[config.mk]
export PLATFORM = sky130hd
export DESIGN_NAME = top_core
export DESIGN_NICKNAME = d
export VERILOG_FILES = /design/src/rtl/top_core.sv
export SDC_FILE = /design/constraint.sdc
export NUM_CORES = 1
export LEC_CHECK = 0
export BUFFER_PORTS_ARGS = -buffer_cell sky130_fd_sc_hd__clkbuf_2
export CORE_ASPECT_RATIO = 0.5
export CORE_UTILIZATION = 40
export CTS_BUF_LIST = sky130_fd_sc_hd__clkbuf_8 sky130_fd_sc_hd__clkbuf_16
export DETAILED_ROUTE_END_ITERATION = 10
export GPL_ROUTABILITY_DRIVEN = 0
export PLACE_DENSITY_LB_ADDON = 0.08
export SLEW_MARGIN = 10
export SYNTH_ARGS = -nofsm -noshare
export SYNTH_HDL_FRONTEND = slang
export SYNTH_SLANG_ARGS = --single-unit
[constraint.sdc]
create_clock -name clk -period 5.6 [get_ports clk]
set_clock_uncertainty 0.05 [all_clocks]
set_input_delay 0.28 -clock clk [delete_from_list [all_inputs] [get_ports clk]]
set_output_delay 0.28 -clock clk [all_outputs]
set_load 0.01 [all_outputs]
[src/rtl/top_core.sv]
// rtl/top_core.sv - two-stage registered W-bit wrapping adder
//
// Ports:
//   clk         rising-edge clock for all state
//   reset       synchronous active-high reset; clears every pipeline register
//   operand_A   first addend, captured every edge
//   operand_B   second addend, captured every edge
//   result_data (A + B) mod 2^W, two edges after the operands were sampled

module top_core #(
    parameter int W = 16
) (
    input  logic         clk,
    input  logic         reset,
    input  logic [W-1:0] operand_A,
    input  logic [W-1:0] operand_B,
    output logic [W-1:0] result_data
);

    logic [W-1:0] a_q;
    logic [W-1:0] b_q;
    logic [W-1:0] result_q;

    // The reset decision is written as two explicit tests so that an
    // unknown reset falls into the last branch and poisons the whole
    // pipeline instead of quietly behaving as "not in reset". Hardware
    // only ever sees a known reset, so that branch never matters there.
    always_ff @(posedge clk) begin
        if (reset) begin
            a_q      <= '0;
            b_q      <= '0;
            result_q <= '0;
        end else if (!reset) begin
            a_q      <= operand_A;
            b_q      <= operand_B;
            // Carry-out is dropped on purpose: the sum wraps modulo 2^W.
            result_q <= a_q + b_q;
        end else begin
            a_q      <= 'x;
            b_q      <= 'x;
            result_q <= 'x;
        end
    end

    assign result_data = result_q;

endmodule

==> results of run 1 <==
[flip-flops by register name, indices dropped and copies added (netlist names)]
register,cells
b_q,16
a_q,16
result_data,16
[Yosys cell counts, types with 3 or more instances]
library cell   n
a21o_1         7
a21oi_1        7
clkbuf_1       5
dfxtp_1       48
ha_1          15
nand2_1        6
nor2_1        15
nor2b_1       38
o21ai_1        3
xnor2_1        4
xor2_1         7
[cells by family after synthesis]
kind of cell | count (synthesis) | synth area share [%]
and+or+nand+nor | 68 | 19.0
buffers and inverters | 5 | 0.957
xor gates and xnor gates | 11 | 4.91
muxes | 3 | 1.91
DFF | 48 | 49.0
adders and majority gates | 16 | 10.6
AOI/OAI and AO/OA | 35 | 13.6
[worst max-delay path, delay by kind of cell, from the launching register on]
| kind | cells | cell delay, ns |
|---|---|---|
| AOI/OAI and AO/OA | 3 | 0.96 |
| adders and majority gates | 2 | 0.64 |
| muxes | 1 | 0.35 |
| DFF | 1 | 0.31 |
| and+or+nand+nor | 1 | 0.16 |
[layout make-up]
| class | instances | area [um^2] | area share (%) |
|---|---|---|---|
| clock inverters | 3 | 42.5 | 1.79 |
| clock buffers | 5 | 68.8 | 2.89 |
| repair buffers | 49 | 245 | 10.3 |
| flip-flops and latches | 48 | 961 | 40.4 |
| multi-input cells | 133 | 981 | 41.2 |
| well taps | 66 | 82.6 | 3.47 |
[worst min path at each step]
stage,start,endpoint,depth (start not counted)
final,operand_B[3],b_q[3]$_SDFF_PP0_,2
after global routing,operand_B[10],b_q[10]$_SDFF_PP0_,2
after CTS,operand_B[10],b_q[10]$_SDFF_PP0_,2
after detailed placement,operand_B[10],b_q[10]$_SDFF_PP0_,2
after global placement,operand_A[2],a_q[2]$_SDFF_PP0_,2
after floorplan,operand_A[0],a_q[0]$_SDFF_PP0_,1
[metal layers]
metal,global-route usage [%],up-vias
met5,0,-
met4,4.35,0
met3,4.57,4
met2,21.1,36
met1,18.2,658
li1,-,737
[power breakdown]
part / internal, W / total [W] / switching [W]
sequential: 0.000364 / 0.000371 / 0.00000694
clock: 0.000132 / 0.000244 / 0.000112
combinational: 0.0000480 / 0.0000991 / 0.0000510
total: 0.000545 / 0.000715 / 0.000170
[stage by stage]
stage          setup slack (ns)  hold slack [ns]  std cells  power (W)  instance area, um^2
2_1_floorplan              3.31            0.358        186   0.000445                 1960
3_3_place_gp               3.15            0.439        296   0.000478                 2270
3_5_place_dp               3.10            0.444        296   0.000480                 2270
4_1_cts                    3.07            0.131        304   0.000725                 2380
5_1_grt                    2.93            0.135        304   0.000750                 2380
6_report                   3.03            0.140        304   0.000715                 2380
==> run metrics, run 1 <==
status finished, final reports clean; Worst-Margin Slew about 0.95 ns; Startpoint Class flop; highest-count cells in the layout ignoring fill and taps clkbuf_2 (49), dfxtp_1 (48), nor2b_1 (38), nor2_1 (15), ha_1 (15); Fill cells 459; crit path capture result_data[12]$_SDFF_PP0_; CTS root buf clkbuf_8; Netlist cell types 36; CTS clk-pin slew, worst paths around 0.090 ns; Synth area leaders dfxtp_1 (49%), nor2b_1 (12%), ha_1 (9.6%); Rows 17; CP cell instances ha_1, fa_1, a21o_1, a221oi_2, nor3_1, a211oi_2, mux2_1; clk buf depth 2; WL met3 200 um; worst r2r src a_q[0]$_SDFF_PP0_; Post-synth EDFFs 0; I/O pin cnt 50; Syn Area/Cell 10.5 um^2; core area 0.00455 mm^2; Final period util 45.9%; Relative slew margins 36.9%; top cell type's share of synthesized area 49.0%; Peak supply drop between 0.0001 and 0.00015 V; die area 0.00520 mm^2; Crit. Startpoint a_q[0]$_SDFF_PP0_; Die Ht 51.5 um; met2 WL post-DR approximately 1.4 mm; min cycle time layout ~2.6 ns; initial antenna violation count 0; Port Buf Inserts just under 50; reg2reg setup slack 3.03 ns; CP required 5.73 ns; Congestion Overflow GR 0; reg2reg path depth 7; routed wire length 3.37 mm; Max Clk Rate 0.389 GHz; vias in the first global route between 1000 and 1500; Post-route DRC 0; hpwl dp 2.52 mm; CTS Hold Buffers Added 0; Hold Violations, Final 0; synthesis-to-layout area growth 21.4%; crit path DAT 2.70 ns; CTS sink count 48; final setup fails 0; most common cell after layout, fill and taps aside clkbuf_2; worst hold-check path type in -> reg; fin util 52.3%; post-synthesis cell count 186; vias per std cell 4.72; Worst-Skew Late Latency 0.29 ns; # diodes 0; DR vias 1435; H-tree levels 2; initial core utilization 43.1%; post_cts resized 0; P_leak 1.13 nW; top routing layer in use met4; total track usage a little over an eighth; RR Endpoint result_data[12]$_SDFF_PP0_; CTS tree done; Worst path slowest cell a221oi_2; Mapped Area around 0.0020 mm^2; # Post-CTS Setup Buffers 0; area leader, netlist dfxtp_1; critical path endpoint category flop; Net Count, Synth 236; largest net degree at the start of global routing 53; top_reg_cell synth dfxtp_1; wire length per cell 11.1 um; DR pass1 iterations 4; remaining antenna violation count 0; nets 287; layout cells sized above 1 26.1%; Max-cap violations 0; flops & latches, synth 48; register area share after synthesis 49.0%; pwr/cell area approximately 300 mW/mm^2; TritonCTS buffer count 5; synth warn 0; Crit Path Category reg -> reg; crit path max fanout 4; first-pass GRT wire length 5.38 mm; WL met1 1.78 mm; Slew Limit Fails 0; setup tns final 0 ns; FFs w/ async S/R, synth 0%; die width around 100 um; RSZ-0062 raised after global routing no; max incr delay on CP 0.48 ns; Iter 0 DRT Violations 34
(Power assumes the default switching activity.)
==> run 2, diff against run 1 <==
--- a/config.mk
+++ b/config.mk
@@ -5,6 +5,7 @@
 export SDC_FILE = /design/constraint.sdc
 export NUM_CORES = 1
 export LEC_CHECK = 0
+export ABC_AREA = 1
 export BUFFER_PORTS_ARGS = -buffer_cell sky130_fd_sc_hd__clkbuf_2
 export CORE_ASPECT_RATIO = 0.5
 export CORE_UTILIZATION = 40
==> constraint.sdc (replaced) <==
create_clock -name clk -period 2.5 [get_ports clk]
set_clock_uncertainty 0.05 [all_clocks]
set_input_delay 0.125 -clock clk [delete_from_list [all_inputs] [get_ports clk]]
set_output_delay 0.125 -clock clk [all_outputs]
set_load 0.01 [all_outputs]
==> run metrics, run 2 <==
status finished, final reports clean; Congestion Overflow GR 0; CTS sink count 48; Iter 0 DRT Violations 46; min cycle time layout 1.70 ns; CTS clk-pin slew, worst paths ~0.08 ns; I/O pin cnt 50; first-pass GRT wire length around 6.9 mm; final setup fails 0; area leader, netlist dfxtp_1; Sequential cell area 961 um^2; vias per std cell 4.17; Hold Path Depth 3; Rows 18; post-synthesis cell count 313; sequential fraction of design power 54.1%; Crit Path Category reg -> reg; most frequent cells after synthesis nand2_1 (71), inv_1 (67), nor2_1 (58); core area 0.00513 mm^2; synthesis-to-layout area growth 32.0%; P_sw 0.000404 W; most common cell after layout, fill and taps aside nand2_1; Slew Limit Fails 0; Die Ht approximately 55 um; DR pass1 iterations 4; # diodes 0; Max Clk Rate 0.587 GHz; TritonCTS buffer count 5; crit path max fanout 4; die area about 0.0059 mm^2; register area share after synthesis 43.3%; layout cells sized above 1 17.9%; Relative slew margins between 70 and 80%; H-tree levels 2; FFs w/ async S/R, synth 0%; Fill cells 483; Worst-Skew Late Latency 0.29 ns; wire length per cell 9.56 um; Peak supply drop approximately 0.00025 V; initial core utilization 43.2%; Logic pwr share 18.3%; area of the multi-input gates 966 um^2; RSZ-0062 raised after global routing no; switch share 26.3%; Hold Violations, Final 0; largest net degree at the start of global routing 36; Startpoint Class flop; crit path DAT 1.84 ns; nets 447; Setup WS post-layout 0.795 ns; remaining antenna violation count 0; pwr/cell area about 520 mW/mm^2; Max-cap violations 0; Syn Area/Cell 7.09 um^2; flops & latches, synth between 40 and 50; CTS root buf clkbuf_8; synth warn 0; vias in the first global route roughly 1700; Worst-Margin Slew approximately 0.45 ns; Mapped Area approximately 0.0022 mm^2; Post-route DRC 0; setup tns final 0 ns; pre-CTS WS 0.810 ns; Net Count, Synth 363; most common cell in the netlist nand2_1; routed wire length 4.47 mm; reg2reg path depth 10; total track usage 15.8%; top cell type's share of synthesized area a little over two fifths; # Post-CTS Setup Buffers 0; Port Buf Inserts 49; Final period util 68.2%; Synth area leaders dfxtp_1 (43%), nand2_1 (12%), inv_1 (11%); Post-synth EDFFs 0; clk buf depth 2; DR vias between 1500 and 2000; clock share of power 27.6%; top_reg_cell synth dfxtp_1; critical path endpoint category flop; hpwl dp 3.24 mm; highest-count cells in the layout ignoring fill and taps nand2_1 (71), inv_1 (68), nor2_1 (58), clkbuf_2 (49), dfxtp_1 (48); worst hold-check path type in -> reg; P_leak 1.67 nW; initial antenna violation count 0; reg2reg setup slack 0.80 ns; Netlist cell types 20; die width 107 um; CTS tree done; Internal Pwr Total 0.00113 W; CP required 2.64 ns
## run 2: layout make-up
| class | instances | share of cell area (%) |
|---|---|---|
| Multi-Input combinational cell | 190 | 33.0 |
| Clock buffer | 5 | 2.35 |
| Timing Repair Buffer | 82 | 19.6 |
| Inverter | 70 | 8.97 |
| Clock inverter | 2 | 0.299 |
| Tap cell | 70 | 2.99 |
| Sequential cell | 48 | 32.8 |
## run 2: worst max-delay path, stage by stage, from the launching register on
cell      delay, ns
dfxtp_1        0.31
ha_1           0.21
fa_1           0.41
nand2_1        0.11
nand2_1        0.06
nand3b_1       0.09
nand2_2        0.09
nand2_1        0.09
nand3_1        0.08
nand2_1        0.07
nor2_1         0.04
## run 2: path summary, 6_finish.rpt
check,from,to
worst max-delay path,a_q[0]$_SDFF_PP0_,result_data[14]$_SDFF_PP0_
worst min-delay path,reset,a_q[14]$_SDFF_PP0_
worst max register to register,a_q[0]$_SDFF_PP0_,result_data[14]$_SDFF_PP0_
worst min register to register,a_q[0]$_SDFF_PP0_,result_data[0]$_SDFF_PP0_
## run 2: metrics by stage
step	util (%)	area, um^2	hold slack [ns]	instances	power (W)
after floorplan	-	2220	0.182	313	0.00101
after global placement	49.3	2530	0.266	428	0.00109
after detailed placement	49.3	2530	0.271	428	0.00109
after CTS	57.0	2930	0.260	467	0.00155
after global routing	57.0	2930	0.285	467	0.00163
final	57.0	2930	0.260	467	0.00154
## run 2: metal layers
metal	part of all wire (%)	global-route usage (%)
met2	42	27.0
met3	5.0	4.52
met1	52	20.0
met4	0.65	4.34
met5	0	0
## run 2: timing repair
action                                 4_1_cts  5_1_grt
hold buffers                                32        0
endpoints found under the hold margin       32        0
resized for setup                            0        0
## run 2: cell families after synthesis
kind of cell    share of synthesized area [%]
compound gates                           5.25
simple gates                             28.5
flops                                    43.3
buf+inv                                  13.1
xor+xnor                                0.395
fa+ha+maj                                9.36
## run 2: power groups by stage
stage	Combinational [W]	Clock (W)	Sequential (W)
floorplan	0.000150	0	0.000858
global placement	0.000239	0	0.000849
detailed placement	0.000243	0	0.000850
CTS	0.000283	0.000438	0.000832
global route	0.000319	0.000471	0.000835
finish	0.000281	0.000424	0.000831
